### src/rtl/onehot_decoder_pkg.sv
// rtl/onehot_decoder_pkg.sv - shared state and mode encodings for the one-hot scan decoder
package onehot_decoder_pkg;

  typedef enum logic [1:0] {
    ST_IDLE   = 2'd0,
    ST_DIRECT = 2'd1,
    ST_SCAN   = 2'd2
  } state_e;

  localparam logic MODE_DIRECT = 1'b0;
  localparam logic MODE_SCAN   = 1'b1;

endpackage

### src/rtl/onehot_scan_decoder_dwell_timer.sv
// rtl/onehot_scan_decoder_dwell_timer.sv - reloadable dwell down-counter; expire while count is zero
module dwell_timer #(
  parameter int DWELL_W = 8
) (
  input  logic               clk,
  input  logic               rst,
  input  logic               load,
  input  logic               hold,
  input  logic [DWELL_W-1:0] load_val,
  output logic               expire
);

  logic [DWELL_W-1:0] cap_q, cap_d;
  logic [DWELL_W-1:0] cnt_q, cnt_d;

  always_comb begin
    cap_d = cap_q;
    cnt_d = cnt_q;
    if (load) begin
      cap_d = load_val;
      cnt_d = load_val;
    end else if (!hold) begin
      // expiry reloads the captured dwell so each index lasts dwell+1 cycles
      cnt_d = (cnt_q == '0) ? cap_q : cnt_q - 1'b1;
    end
  end

  always_ff @(posedge clk) begin
    if (rst) begin
      cap_q <= '0;
      cnt_q <= '0;
    end else begin
      cap_q <= cap_d;
      cnt_q <= cnt_d;
    end
  end

  assign expire = (cnt_q == '0);

endmodule

### src/rtl/onehot_scan_decoder.sv
// rtl/onehot_scan_decoder.sv - registered one-hot decoder with direct and dwell-timed scan modes
// Scan mode and the dwell timer exist only when ONEHOT_SCAN_DECODER_SCAN_EN is defined.
module onehot_scan_decoder
  import onehot_decoder_pkg::*;
#(
  parameter  int SEL_W      = 3,
  parameter  int DWELL_W    = 8,
  parameter  int ACTIVE_LOW = 1,
  localparam int OUT_W      = 2 ** SEL_W
) (
  input  logic               clk,
  input  logic               rst,
  input  logic               en_n,
  input  logic               load,
  input  logic               mode,
  input  logic [SEL_W-1:0]   sel,
  input  logic [DWELL_W-1:0] dwell,
  output logic [OUT_W-1:0]   dout,
  output logic [SEL_W-1:0]   idx,
  output logic               busy,
  output logic               wrap
);

  localparam logic [OUT_W-1:0] INACTIVE = {OUT_W{ACTIVE_LOW != 0}};

  function automatic logic [OUT_W-1:0] decode(input logic [SEL_W-1:0] i);
    logic [OUT_W-1:0] oh;
    oh    = '0;
    oh[i] = 1'b1;
    return (ACTIVE_LOW != 0) ? ~oh : oh;
  endfunction

  state_e           state_q, state_d;
  logic [SEL_W-1:0] idx_q, idx_d;
  logic [OUT_W-1:0] dout_q, dout_d;
  logic             mode_eff;
  logic             advance;
  logic             wrap_d;

`ifdef ONEHOT_SCAN_DECODER_SCAN_EN
  logic busy_q, wrap_q;
  logic expire;

  assign mode_eff = mode;

  dwell_timer #(
    .DWELL_W (DWELL_W)
  ) u_dwell_timer (
    .clk      (clk),
    .rst      (rst),
    .load     (load && (mode == MODE_SCAN)),
    .hold     (load || en_n || (state_q != ST_SCAN)),
    .load_val (dwell),
    .expire   (expire)
  );

  // a same-cycle load wins over expiry, so no advance and no wrap from that cycle
  assign advance = (state_q == ST_SCAN) && !en_n && expire && !load;
  assign busy    = busy_q;
  assign wrap    = wrap_q;
`else
  logic unused_scan_inputs;

  assign unused_scan_inputs = ^{mode, dwell};
  assign mode_eff           = MODE_DIRECT;
  assign advance            = 1'b0;
  assign busy               = 1'b0;
  assign wrap               = 1'b0;
`endif

  always_comb begin
    state_d = state_q;
    idx_d   = idx_q;
    wrap_d  = 1'b0;
    if (load) begin
      idx_d   = sel;
      state_d = (mode_eff == MODE_SCAN) ? ST_SCAN : ST_DIRECT;
    end else if (advance) begin
      idx_d  = idx_q + 1'b1;
      wrap_d = (idx_q == SEL_W'(OUT_W - 1));
    end
    dout_d = (en_n || (state_d == ST_IDLE)) ? INACTIVE : decode(idx_d);
  end

  always_ff @(posedge clk) begin
    if (rst) begin
      state_q <= ST_IDLE;
      idx_q   <= '0;
      dout_q  <= INACTIVE;
`ifdef ONEHOT_SCAN_DECODER_SCAN_EN
      busy_q  <= 1'b0;
      wrap_q  <= 1'b0;
`endif
    end else begin
      state_q <= state_d;
      idx_q   <= idx_d;
      dout_q  <= dout_d;
`ifdef ONEHOT_SCAN_DECODER_SCAN_EN
      busy_q  <= (state_d == ST_SCAN);
      wrap_q  <= wrap_d;
`endif
    end
  end

  assign dout = dout_q;
  assign idx  = idx_q;

endmodule

### config.mk
export PLATFORM = sky130hd
export DESIGN_NAME = onehot_scan_decoder
export DESIGN_NICKNAME = d
export VERILOG_FILES = /design/src/rtl/onehot_decoder_pkg.sv /design/src/rtl/onehot_scan_decoder_dwell_timer.sv /design/src/rtl/onehot_scan_decoder.sv
export SDC_FILE = /design/constraint.sdc
export NUM_CORES = 1
export LEC_CHECK = 0
export BUFFER_PORTS_ARGS = -buffer_cell sky130_fd_sc_hd__buf_4
export CAP_MARGIN = 20
export CORE_AREA = 2 2 39 41
export DETAILED_ROUTE_END_ITERATION = 7
export DIE_AREA = 0 0 41 43
export PLACE_DENSITY_LB_ADDON = 0.3
export SYNTH_ARGS = -nofsm -noshare
export SYNTH_HDL_FRONTEND = slang
export SYNTH_SLANG_ARGS = --single-unit
### constraint.sdc
create_clock -name clk -period 1.6 [get_ports clk]
set_input_delay 0.16 -clock clk [delete_from_list [all_inputs] [get_ports clk]]
set_output_delay 0.16 -clock clk [all_outputs]
set_load 0.05 [all_outputs]
# ---- Word-level counts from Yosys, hierarchy flattened
# Cells that the tools add are included.
# Widths: inputs -> output; s select.
dict set report word_totals {
  register_bits 13
  inputBits 16
}
dict set report op_classes {
  bitwise_logic 1
  n_lt_le_gt_ge 2
  n_mux 4
  reduce_logical 4
}
# operator count
set op_table {}
lappend op_table {{$not 8->8} 1}
lappend op_table {{$lt 3x4->1 const B} 1}
lappend op_table {{$demux 1 s3} 1}
lappend op_table {{$ge 3x1->1 const B} 1}
lappend op_table {{$mux 3} 1}
lappend op_table {{$logic_not 2->1} 1}
lappend op_table {{$mux 2} 1}
lappend op_table {{$reduce_or 2->1} 1}
lappend op_table {{$logic_and 1x1->1} 1}
lappend op_table {{$logic_or 1x1->1} 1}
lappend op_table {{$mux 1} 1}

# ---- Depth between registers and ports, before layout
# Gate-level depths: netlist of run 1.
dict set report depth {
  ltp_word 6
  mapped_depth 3
  mapped_depth_nobuf 2
}

# ---- Least setup slack after synthesis of run 1
# No wires, ideal clock.
dict set report synth_path {
  path_kind {register to register}
  start {reg idx_q[1], in the netlist idx[1]}
  end {reg dout_q[2], in the netlist dout[2]}
  setup_ps 147
  path_buffers 0
  path_stages_with_launch 3
  t_arrival_ps 1064
  path_slack_ps 388
  cell_sequence {dfxtp_1 > nor3b_1 > o2111ai_1}
}
dict set report synth_via {
  elab_chain_len 6
  word_cells_on_any_way 7
  classes_between {2 x order compare; 3 x mux; 1 x bitwise; 1 x reduce/logical}
}
# element line
set synth_lines {}
lappend synth_lines {{from (decl)} onehot_scan_decoder.sv:34} ;# logic [SEL_W-1:0] idx_q, idx_d;
lappend synth_lines {{from (signal assigned)} onehot_scan_decoder.sv:96} ;# idx_q <= idx_d;
lappend synth_lines {{$mux 3 *} onehot_scan_decoder.sv:75} ;# if (load) begin
lappend synth_lines {{$lt 3x4->1 (implied by the code) or $ge 3x1->1 (tied branches)} onehot_scan_decoder.sv:29} ;# oh[i] = 1'b1;
lappend synth_lines {{$logic_and 1x1->1 (implied by the code)} onehot_scan_decoder.sv:29}
lappend synth_lines {{$mux 1 (implied by the code)} onehot_scan_decoder.sv:29}
lappend synth_lines {{$demux 1 s3 *} onehot_scan_decoder.sv:29}
lappend synth_lines {{$not 8->8 *} onehot_scan_decoder.sv:30} ;# return (ACTIVE_LOW != 0) ? ~oh : oh;
lappend synth_lines {{to (signal assigned)} onehot_scan_decoder.sv:97} ;# dout_q <= dout_d;
lappend synth_lines {{to (decl)} onehot_scan_decoder.sv:35} ;# logic [OUT_W-1:0] dout_q, dout_d;
# Every way passes the cells marked *; elsewhere a longest branch is shown, timed or not.
# A chain may end at the register's enable or synchronous reset.

# ---- Worst setup path in the final report of run 1
dict set report layout_path {
  start {reg idx_q[1], in the netlist idx[1]}
  end {out idx[1]}
}
# element line
set layout_rtl {}
lappend layout_rtl {{to (decl)} onehot_scan_decoder.sv:19} ;# output logic [SEL_W-1:0] idx,
# No word-level cell between the ends.

==> flow_metrics.py, run 1 <==
metrics = {
    "timing": {
        "setup-tns-final_ns": 0,
        "fin_crit_sh_pct": 69.6,
        "slew_viol_final": 0,
        "finalHoldViolCount": 0,
        "setup_viol": 0,
        "max_clock_freq_ghz": 0.898,
        "rsz0062_at_grt": "false",
        "skew_ns": 0.00201,
        "post-route-min-period_ns": 1.11,
    },
    "setup_path": {
        "worstSetupEndpointType": "primary output",
        "rrSetupSlack_ns": 0.59,
        "cpLargestDelayFamily": "flip-flops",
        "crit_fanout": 6,
        "slowest_delay_ns": 0.44,
        "r2r_start": "state_q[0]",
        "cp_data_arrival_time_ns": 0.95,
        "start_kind": "flip-flop",
        "cpMaxStageDelayCell": "dfxtp_1",
        "crit_type": "flip-flop to primary output",
        "cp.required_ns": 1.44,
        "path_cells": "buf_4",
        "cp_num_buf_inv": 1,
        "rr_endpoint": "dout[6]",
        "ff2ff_path_depth": 2,
    },
    "place": {
        "postPlaceCellArea_sq_um": 641,
        "port_buffers": 17,
        "routabilityCongestion": 0.803,
    },
    "min_path": {
        "hp-class": "input pin to flip-flop",
        "worstHoldStart": "rst",
        "whs_path_depth": 2,
        "worstHoldEndpoint": "idx[1]",
    },
    "route": {
        "postRouteWirelength_um": 988,
        "vias": 403,
        "drc_errors": 0,
        "vias_per_cell": 5.04,
        "drt-wirelength-per-cell_um": 12.4,
        "drtAntennaViolNets": 0,
        "first_iter_violations": 2,
        "dr.pass1.iters": 2,
    },
    "yosys": {
        "synth_top_cells_by_area": "dfxtp_1, o2111ai_1, and3b_1, buf_4, mux2i_4",
        "synth_most_common_cell": "dfxtp_1",
        "synth_top_area_share_pct": 49.8,
        "synth-compound-area-share_pct": 13.4,
        "ys_warn_count": 0,
        "ys_ff_latch": 13,
        "synthMuxAreaShare_pct": 10.3,
        "synth_common_cells": "dfxtp_1, o2111ai_1, nor2_1",
        "avgSynthCellArea_sq_um": 11.4,
        "synth_ff_type": "dfxtp_1",
        "synthAdderAreaFrac_pct": 0,
        "synth_edf_count": 0,
        "synth_top_family_by_area": "simple AND/OR/NAND/NOR gates",
        "synthXorXnorAreaFrac_pct": 0,
        "yosys.area_share.simple_pct": 19.4,
        "syn_area_sq_um": 523,
        "postSynthCellCount": 46,
        "ys_types": 15,
        "async_reset_ff_share_pct": 0,
        "yosysTopAreaCell": "dfxtp_1",
        "synth-seq-area-share_pct": 49.8,
    },
    "global_routing": {
        "grt_pass1_vias": 365,
        "overflow": 0,
        "grt_first_pass_wirelength_um": 1730,
        "antenna_found_initial": 0,
        "grt_max_degree": 16,
        "track_usage_pct": 15.0,
    },
    "power": {
        "ir_worst_vdd_mv": 0.473,
        "switching_power_mw": 0.181,
        "p_total_mw": 0.647,
        "internal_power_mw": 0.466,
        "switching_share_pct": 28.0,
        "p_clk_share_pct": 30.6,
        "pwr-share-seq_pct": 52.6,
        "pwr_density_cell_nw_per_um2": 971,
        "pwr-share-comb_pct": 16.8,
        "leakagePower_nw": 0.278,
    },
    "cts": {
        "h-tree-depth": 1,
        "ctsResizeCount": 0,
        "clkTransAtPathRegs_ns": 0.08,
        "cts_buffers": 3,
        "cts.sinks": 13,
        "clk_latency_ns": 0.27,
        "cts_hold_buf": 0,
        "tritoncts": "yes",
        "post-cts-setup-buffer-count": 0,
        "cts_root_buffer": "clkbuf_4",
        "max-clock-path-buffers": 2,
    },
    "layout": {
        "drive_gt1_share_pct": 35.9,
        "fin_area_sq_um": 667,
        "syn_to_final_growth_pct": 27.5,
        "fill_cells": 134,
        "ff_latch_area_sq_um": 260,
        "n_antenna_cell": 0,
        "final_nets": 81,
        "multi_input_area_sq_um": 233,
    },
    "die": {
        "coreArea_sq_um": 1380,
        "dieArea_sq_um": 1760,
        "die_y_um": 43,
        "chipWidth_um": 41,
        "start_util_pct": 37.8,
        "ios": 29,
        "rows": 14,
    },
    "run": {
        "max_cap_violations": 0,
    },
    "status": {
        "status": "finished, final reports clean",
    },
}
state kept, by name, summed over array words and instances, names as in the netlist:
name and flops:
state_q 2, dout 8, idx 3
routing by layer:
metal	up-vias	routed length (um)	global-route usage [%]
li1	206	-	-
met1	183	454	21.2
met2	12	453	18.8
met3	2	67	3.14
met4	0	12	12.0
met5	-	0	0
per-stage QoR:
step                std cells  hold WS [ns]  util [%]  setup slack, ns
finish                     80        0.0866      48.2            0.486
global placement           76         0.371      46.3            0.539
detailed placement         76         0.374      46.3            0.524
global route               80        0.0971      48.2            0.434
CTS                        80        0.0808      48.2            0.502
floorplan                  47         0.232         -            0.388
layout by cell type, fill, tap and decap left out:
cell / netlist / routed
buf_4: 3 / 17
dfxtp_1: 13 / 13
o2111ai_1: 8 / 8
nor2_1: 6 / 6
and3b_1: 3 / 3
nor3b_1: 3 / 3
clkbuf_4: 0 / 3
mux2i_1: 2 / 2
conb_1: 1 / 2
nor3b_2: 1 / 1
nor3_1: 1 / 1
or3_1: 1 / 1
mux2_2: 1 / 1
mux2i_4: 1 / 1
and3_1: 1 / 1
clkbuf_1: 0 / 1
how the worst max path moves through the flow:
| stage | from | to | cells after the start |
|---|---|---|---|
| finish | idx[1] | idx[1] | 1 |
| floorplan | idx[1] | dout[2] | 2 |
| CTS | idx[1] | idx[1] | 1 |
| global placement | load | dout[1] | 3 |
| global route | idx[1] | idx[1] | 1 |
| detailed placement | load | dout[0] | 3 |
power by group through the flow:
| stage | clock network, mW | logic [mW] | registers, mW |
|---|---|---|---|
| floorplan | 0 | 0.0550 | 0.373 |
| CTS | 0.205 | 0.108 | 0.340 |
| finish | 0.198 | 0.109 | 0.340 |
| detailed placement | 0 | 0.108 | 0.348 |
| global route | 0.219 | 0.118 | 0.342 |
| global placement | 0 | 0.107 | 0.348 |
cell type report:
class | count | area share (%)
Timing Repair Buffer | 17 | 19.1
Sequential cell | 13 | 39.0
Clock buffer | 4 | 3.94
Tap cell | 16 | 3.00
Multi-Input combinational cell | 30 | 34.9
cell families (layout without fill, tap and decap cells):
kind of cell	count (synthesis)	after routing
muxes	4	4
DFF	13	13
buffers and inverters	4	21
other	1	2
AOI/OAI and AO/OA	8	8
and+or+nand+nor	16	16
Power figures use the tool's default switching activity.
==> run 2, diff against run 1 <==
clock period = 1.1 ns   (was 1.6 ns; I/O delays follow)
==> run 2 against run 1 <==
Compared with the run above: final cell count is 1.3% higher; critical path type is now flip-flop to flip-flop; hold slack got worse by 0.058 ns; combinational power grew 46%.
==> flow_metrics.py, run 2 (same netlist as run 1, synthesis figures left out) <==
metrics = {
    "status": {
        "status": "finished, final reports clean",
    },
    "timing": {
        "timing.hold.ws_ns": 0.0285,
        "setup_viol": 0,
        "slew_viol_final": 0,
        "rsz0062_at_grt": "false",
        "skew_ns": 0.00137,
        "max_clock_freq_ghz": 1.00,
        "finalHoldViolCount": 0,
        "post-route-min-period_ns": 0.996,
        "setup-tns-final_ns": 0,
        "fin_crit_sh_pct": 90.5,
    },
    "route": {
        "drt-wirelength-per-cell_um": 11.4,
        "first_iter_violations": 14,
        "postRouteWirelength_um": 923,
        "drc_errors": 0,
        "vias_per_cell": 5.16,
        "dr.pass1.iters": 4,
        "vias": 418,
        "drtAntennaViolNets": 0,
    },
    "layout": {
        "fin_area_sq_um": 678,
        "final_nets": 82,
        "fill_cells": 144,
        "drive_gt1_share_pct": 41.5,
        "layout_commonest_cell": "buf_4",
        "syn_to_final_growth_pct": 29.7,
        "n_antenna_cell": 0,
        "largest_reg_flops": 8,
        "final_cells": 81,
        "layout_common_cells": "buf_4, dfxtp_1, o2111ai_1",
    },
    "power": {
        "leakagePower_nw": 0.284,
        "ir_worst_vdd_mv": 0.785,
        "pwr_density_cell_nw_per_um2": 1390,
        "p_total_mw": 0.943,
    },
    "die": {
        "dieArea_sq_um": 1760,
        "ios": 29,
        "die_y_um": 43,
        "rows": 14,
        "coreArea_sq_um": 1380,
        "chipWidth_um": 41,
        "start_util_pct": 37.8,
    },
    "min_path": {
        "hp-class": "input pin to flip-flop",
    },
    "global_routing": {
        "grt_pass1_vias": 352,
        "antenna_found_initial": 0,
        "overflow": 0,
        "grt_first_pass_wirelength_um": 1570,
        "track_usage_pct": 13.4,
        "grt_max_degree": 16,
    },
    "place": {
        "routabilityCongestion": 0.802,
        "port_buffers": 17,
        "placed_cells": 77,
        "postPlaceCellArea_sq_um": 652,
    },
    "setup_path": {
        "crit_type": "flip-flop to flip-flop",
        "worstSetupEndpointType": "flip-flop",
        "path_cells": "or3_1 > o2111ai_1",
        "cp_data_arrival_time_ns": 1.19,
        "slowest_delay_ns": 0.47,
        "cp.required_ns": 1.29,
        "start_kind": "flip-flop",
        "cpMaxStageDelayCell": "or3_1",
        "crit_fanout": 8,
    },
    "cts": {
        "h-tree-depth": 1,
        "post-cts-setup-buffer-count": 0,
        "cts.sinks": 13,
        "cts_root_buffer": "clkbuf_4",
        "cts_buffers": 3,
        "clkTransAtPathRegs_ns": 0.08,
        "tritoncts": "yes",
        "clk_latency_ns": 0.27,
        "ctsResizeCount": 0,
        "cts_hold_buf": 0,
        "max-clock-path-buffers": 2,
    },
    "run": {
        "max_cap_violations": 0,
    },
}
run 2: critical path, delay by kind of cell (launching register included):
family	cells	cell delay, ns
AO/OA/AOI/OAI	1	0.14
flip-flops	1	0.31
AND/OR/NAND/NOR	1	0.47
run 2: through the flow:
| step | utilization, % | setup slack (ns) |
|---|---|---|
| global placement | 47.1 | 0.0858 |
| CTS | 49.0 | 0.0933 |
| detailed placement | 47.1 | 0.0726 |
| finish | 49.0 | 0.104 |
| floorplan | - | 0.0758 |
| global route | 49.0 | 0.0125 |
run 2: where the power goes:
group / switching, mW / internal [mW]
combinational: 0.103 / 0.0564
clock: 0.147 / 0.140
sequential: 0.0112 / 0.485
run 2: layout make-up:
| type | count | area (sq um) | share of cell area, % |
|---|---|---|---|
| clock buffer | 4 | 26.3 | 3.87 |
| tap | 16 | 20.0 | 2.95 |
| multi-input combinational | 30 | 233 | 34.3 |
| timing repair buffer | 18 | 135 | 19.9 |
| sequential | 13 | 264 | 38.9 |
run 2: path summary, 6_finish.rpt:
check / to / slack (ns) / cells past startpoint / start
worst min register to register: state_q[0] / 0.47 / 2 / state_q[0]
worst min-delay path: idx[1] / 0.03 / 2 / rst
worst max register to register: dout[0] / 0.10 / 2 / state_q[0]
worst max-delay path: dout[0] / 0.10 / 2 / state_q[0]
run 2: layer usage:
metal,track usage [%],wire length (um)
met1,18.8,424
met2,17.2,416
met3,3.14,62
met4,10.0,19
met5,0,0
